$ cat src/rtl/reg_wb_arb.sv
// Register-file write-back arbiter. It merges unstallable ALU results with buffered multiply/divide results,
// and it keeps a pending-write scoreboard for MDU destinations.
module reg_wb_arb #(
    parameter int MDU_FIFO_DEPTH = 2
) (
    input  logic        ip_clk,
    input  logic        ip_rst_n,
    input  logic        ip_alu_valid,
    input  logic [4:0]  ip_alu_rd,
    input  logic [31:0] ip_alu_data,
    input  logic        ip_mdu_valid,
    input  logic [4:0]  ip_mdu_rd,
    input  logic [31:0] ip_mdu_data,
    output logic        op_mdu_ready,
    input  logic        ip_iss_en,
    input  logic        ip_iss_mdu,
    input  logic [4:0]  ip_iss_rd,
    input  logic [4:0]  ip_rs1_addr,
    input  logic [4:0]  ip_rs2_addr,
    output logic        op_rs1_busy,
    output logic        op_rs2_busy,
    output logic        op_wr_en,
    output logic [4:0]  op_wr_addr,
    output logic [31:0] op_wr_data
);
    localparam int PW = $clog2(MDU_FIFO_DEPTH);
    localparam int CW = PW + 1;

    logic [4:0]    fifo_rd_q   [MDU_FIFO_DEPTH];
    logic [4:0]    fifo_rd_d   [MDU_FIFO_DEPTH];
    logic [31:0]   fifo_data_q [MDU_FIFO_DEPTH];
    logic [31:0]   fifo_data_d [MDU_FIFO_DEPTH];
    logic [PW-1:0] wr_ptr_q, wr_ptr_d;
    logic [PW-1:0] rd_ptr_q, rd_ptr_d;
    logic [CW-1:0] count_q, count_d;
    logic [31:0]   busy_q, busy_d;
    logic          wr_en_q, wr_en_d;
    logic [4:0]    wr_addr_q, wr_addr_d;
    logic [31:0]   wr_data_q, wr_data_d;
    logic          armed_q, armed_d;

    logic          push;
    logic          pop;
    logic          sel_valid;
    logic [4:0]    sel_rd;
    logic [31:0]   sel_data;

    always_comb begin
        op_mdu_ready = ip_rst_n && (count_q < CW'(MDU_FIFO_DEPTH));
        push         = ip_mdu_valid && op_mdu_ready;
        pop          = !ip_alu_valid && (count_q != '0);
        sel_valid    = ip_alu_valid || pop;
        sel_rd       = ip_alu_valid ? ip_alu_rd   : fifo_rd_q[rd_ptr_q];
        sel_data     = ip_alu_valid ? ip_alu_data : fifo_data_q[rd_ptr_q];

        fifo_rd_d   = fifo_rd_q;
        fifo_data_d = fifo_data_q;
        if (push) begin
            fifo_rd_d[wr_ptr_q]   = ip_mdu_rd;
            fifo_data_d[wr_ptr_q] = ip_mdu_data;
        end
        // Depth is a power of two, so natural pointer overflow gives modulo wrap.
        wr_ptr_d = push ? wr_ptr_q + PW'(1) : wr_ptr_q;
        rd_ptr_d = pop  ? rd_ptr_q + PW'(1) : rd_ptr_q;
        count_d  = count_q + CW'(push) - CW'(pop);

        // The first edge after reset release never produces a write.
        wr_en_d   = sel_valid && (sel_rd != 5'd0) && armed_q;
        wr_addr_d = wr_en_d ? sel_rd   : wr_addr_q;
        wr_data_d = wr_en_d ? sel_data : wr_data_q;
        armed_d   = 1'b1;

        // The clear is applied before the set, so a same-cycle issue to the same rd keeps the bit set.
        busy_d = busy_q;
        if (pop) begin
            busy_d[fifo_rd_q[rd_ptr_q]] = 1'b0;
        end
        if (ip_iss_en && ip_iss_mdu && (ip_iss_rd != 5'd0)) begin
            busy_d[ip_iss_rd] = 1'b1;
        end
        busy_d[0] = 1'b0;
    end

    always_ff @(posedge ip_clk or negedge ip_rst_n) begin
        if (!ip_rst_n) begin
            for (int i = 0; i < MDU_FIFO_DEPTH; i++) begin
                fifo_rd_q[i]   <= '0;
                fifo_data_q[i] <= '0;
            end
            wr_ptr_q  <= '0;
            rd_ptr_q  <= '0;
            count_q   <= '0;
            busy_q    <= '0;
            wr_en_q   <= 1'b0;
            wr_addr_q <= '0;
            wr_data_q <= '0;
            armed_q   <= 1'b0;
        end else begin
            fifo_rd_q   <= fifo_rd_d;
            fifo_data_q <= fifo_data_d;
            wr_ptr_q    <= wr_ptr_d;
            rd_ptr_q    <= rd_ptr_d;
            count_q     <= count_d;
            busy_q      <= busy_d;
            wr_en_q     <= wr_en_d;
            wr_addr_q   <= wr_addr_d;
            wr_data_q   <= wr_data_d;
            armed_q     <= armed_d;
        end
    end

    assign op_rs1_busy = busy_q[ip_rs1_addr];
    assign op_rs2_busy = busy_q[ip_rs2_addr];
    assign op_wr_en    = wr_en_q;
    assign op_wr_addr  = wr_addr_q;
    assign op_wr_data  = wr_data_q;

endmodule

$ cat config.mk
export PLATFORM = sky130hd
export DESIGN_NAME = reg_wb_arb
export DESIGN_NICKNAME = d
export VERILOG_FILES = /design/src/rtl/reg_wb_arb.sv
export SDC_FILE = /design/constraint.sdc
export NUM_CORES = 1
export LEC_CHECK = 0
export CAP_MARGIN = 20
export CORE_UTILIZATION = 47
export DETAILED_ROUTE_END_ITERATION = 16
export PLACE_DENSITY = 0.74
export SYNTH_ARGS = -nofsm -noshare
export SYNTH_HDL_FRONTEND = slang
export SYNTH_SLANG_ARGS = --single-unit
$ cat constraint.sdc
create_clock -name ip_clk -period 5.1 [get_ports ip_clk]
set_input_delay 0.51 -clock ip_clk [delete_from_list [all_inputs] [get_ports ip_clk]]
set_output_delay 0.51 -clock ip_clk [all_outputs]
set_load 0.01 [all_outputs]
==> flow_summary.yaml <==
sta:
  slew-limit-headroom_pct: 32.63
  fin_worst_skew_ns: 0.009036
  setup-violations-final: 0
  rsz0062_at_grt: "false"
  worst_pin_slew_ns: 1.011
  hold_viol: 0
  holdWs_ns: 0.1074
  fin_tns_setup_ns: 0
  min_period_ns: 3.311
  fmax_mhz: 302.0
  finalCritPeriodShare_pct: 64.93
  finalMaxSlewViolations: 0
clock_network:
  cts_buffer_depth: 2
  ctsHoldBuffers: 0
  numClockSinks: 148
  path_clk_slew_ns: 0.06
  cts_tree: "done"
  post_cts_buffers: 0
  htree_num_levels: 4
  cts-root-buf: "clkbuf_16"
  cts-buffers-inserted: 17
  clk-insertion-delay-late_ns: 0.42
  cts_resized: 0
logic_synthesis:
  ys_types: 49
  synth.most_common_cell: "dfrtp_1"
  synth_top_cells_by_count: "148 x dfrtp_1, 104 x o21ai_0, 93 x mux2_2"
  async_flop_share_pct: 100.0
  synth_edf_count: 0
  synth_seq_area_share_pct: 51.06
  synth-seq-cells: 148
  synthFlopType: "dfrtp_1"
  synthTopCellsByArea: "dfrtp_1 51%, mux2_2 14%, o21ai_0 7.2%, mux2_4 5.4%, mux2i_1 5.2%"
  synth_area_mm2: 0.007253
  syn_nets: 680
  yosys_warnings: 0
  yosysTopAreaCellShare_pct: 51.06
  synth.avg_cell_area_um2: 12.44
  synth_cells: 583
  synth_top_area_cell: "dfrtp_1"
setup_path:
  path_max_fanout: 10
  critPathCapture: "op_rs2_busy"
  crit_type: "in2out"
  path_cells: "clkdlybuf4s50_1 -> mux4_2 -> mux2_2 -> nand3_1 -> nand4_1 -> clkdlybuf4s50_1"
  critPathSlowestCell: "clkdlybuf4s50_1"
  cp.required_ns: 4.59
  end_kind: "primary output"
  max_stage_delay_ns: 0.77
  r2r_start: "rd_ptr_q"
  crit_top_cell: "clkdlybuf4s50_1"
  crit_family: "buffers and inverters"
  critPathArrivalTime_ns: 2.80
  critPathLaunchType: "input pin"
  r2r_cells: 5
  rrSetupSlack_ns: 2.40
  r2r-end: "op_wr_data[12]"
  path_depth: 6
  worstSetupStartpoint: "ip_rs2_addr[0]"
  critPathBufInv: 2
routing:
  route.detailed.drc: 0
  via_per_inst: 5.598
  ant_nets: 0
  wl_mm: 17.27
  dr.pass1.iters: 4
  routedWlPerCell_um: 18.87
  vias: 5122
  drt_iter0_drc: 273
grt:
  track_usage_pct: 22.88
  grt_pass1_vias: 5616
  overflow: 0
  antenna_found_initial: 0
  grt_pass1_wl_mm: 28.17
  grt_max_degree: 78
die:
  num_io_pins: 136
  core-area_mm2: 0.01515
  dieWidth_um: 126.2
  dieArea_mm2: 0.01593
  initial_core_util_pct: 47.89
  placementRows: 45
  dieHeight_um: 126.2
layout:
  drive_above_1_share_pct: 25.31
  instances_no_fill: 915
  num_antenna_cells: 0
  layout.nets: 811
  syn_to_final_growth_pct: 29.67
pwr:
  power_frac_comb_pct: 36.8
  power.share.switching_pct: 31.11
  cellPowerDensity_mw_per_mm2: 591.4
  p_switching_w: 0.001730
  ir_drop_uv: 277.9
  p_leak_nw: 4.011
  clkPwrFrac_pct: 24.4
  pwr-share-seq_pct: 38.8
  power.total_w: 0.005562
  p_int_w: 0.003832
placed_design:
  globalplace.congestion: 0.8684
  placedCellCount: 882
  port_buffers: 135
  hpwl_mm: 12.24
hold_path:
  hold_class: "in2async"
status:
  status: "finished clean"
flow_run:
  cap_violations: 0
-- logic make-up (layout without fill, tap and decap cells) --
kind of cell / after synthesis / after routing / synth area share, %
simple gates: 100 / 100 / 7.142
xor+xnor: 4 / 4 / 0.4831
compound gates: 124 / 124 / 9.712
mux: 169 / 169 / 28.79
other cells: 1 / 1 / 0.05170
buf+inv: 35 / 179 / 2.415
fa+ha+maj: 2 / 2 / 0.3450
flops: 148 / 148 / 51.06
-- per-stage QoR --
stage	instance area, µm²	utilization [%]	worst slack, ns
2_1_floorplan	7253	-	2.892
3_3_place_gp	8732	57.65	1.821
3_5_place_dp	8732	57.65	1.770
4_1_cts	9385	61.97	1.770
5_1_grt	9405	62.10	1.633
6_report	9405	62.10	1.789
-- cells in the final DEF, fill, tap and decap left out, drive strengths merged, types with 3 or more instances in the layout --
| cell type | n |
|---|---|
| or2 | 3 |
| or4 | 4 |
| nor3b | 3 |
| nand3 | 10 |
| nor2 | 10 |
| mux4 | 12 |
| buf | 8 |
| clkbuf | 21 |
| nand2b | 6 |
| mux2 | 119 |
| o22ai | 6 |
| nand2 | 41 |
| mux2i | 38 |
| clkdlybuf4s50 | 133 |
| dfrtp | 148 |
| o21ai | 104 |
| inv | 7 |
| nor2b | 5 |
| clkinvlp | 4 |
| and3b | 3 |
| bufinv | 4 |
| xnor2 | 3 |
-- worst min path at each step --
stage                          from              end  cells after the start
detailed placement  fifo_data_q[13]  fifo_data_q[13]                      1
finish                     ip_rst_n   fifo_data_q[7]                      1
floorplan                  ip_rst_n          armed_q                      0
global route               ip_rst_n   fifo_data_q[7]                      1
global placement    fifo_data_q[13]  fifo_data_q[13]                      1
CTS                        ip_rst_n   fifo_data_q[7]                      1
-- per-layer routing --
metal	track usage [%]	share of wire [%]
met5	0	0
met4	7.512	1.3
met3	7.094	6.3
met2	39.29	50
met1	27.31	43
-- state kept, by name, indices dropped and copies added, names as in the netlist --
register     count
busy_q          31
op_wr_data      32
fifo_data_q     64
op_wr_en         1
op_wr_addr       5
fifo_rd_q       10
armed_q          1
wr_ptr_q         1
rd_ptr_q         1
count_q          2
-- power groups by stage --
stage	clock (W)	sequential [W]	combinational [W]
6_report	0.00135	0.00216	0.00205
5_1_grt	0.00143	0.00223	0.00222
4_1_cts	0.00137	0.00216	0.00207
3_5_place_dp	0	0.00217	0.00206
3_3_place_gp	0	0.00213	0.00198
2_1_floorplan	0	0.00210	0.00134
-- area by class of cell --
| type | count | area, µm² |
|---|---|---|
| multi-input combinational | 400 | 3385 |
| tap | 188 | 235.2 |
| sequential | 148 | 3705 |
| inverter | 6 | 22.52 |
| clock inverter | 11 | 172.7 |
| clock buffer | 21 | 480.5 |
| timing repair buffer | 141 | 1405 |
| fill | 1178 | 5741 |
Note: power is estimated with default switching activity, not from simulation.
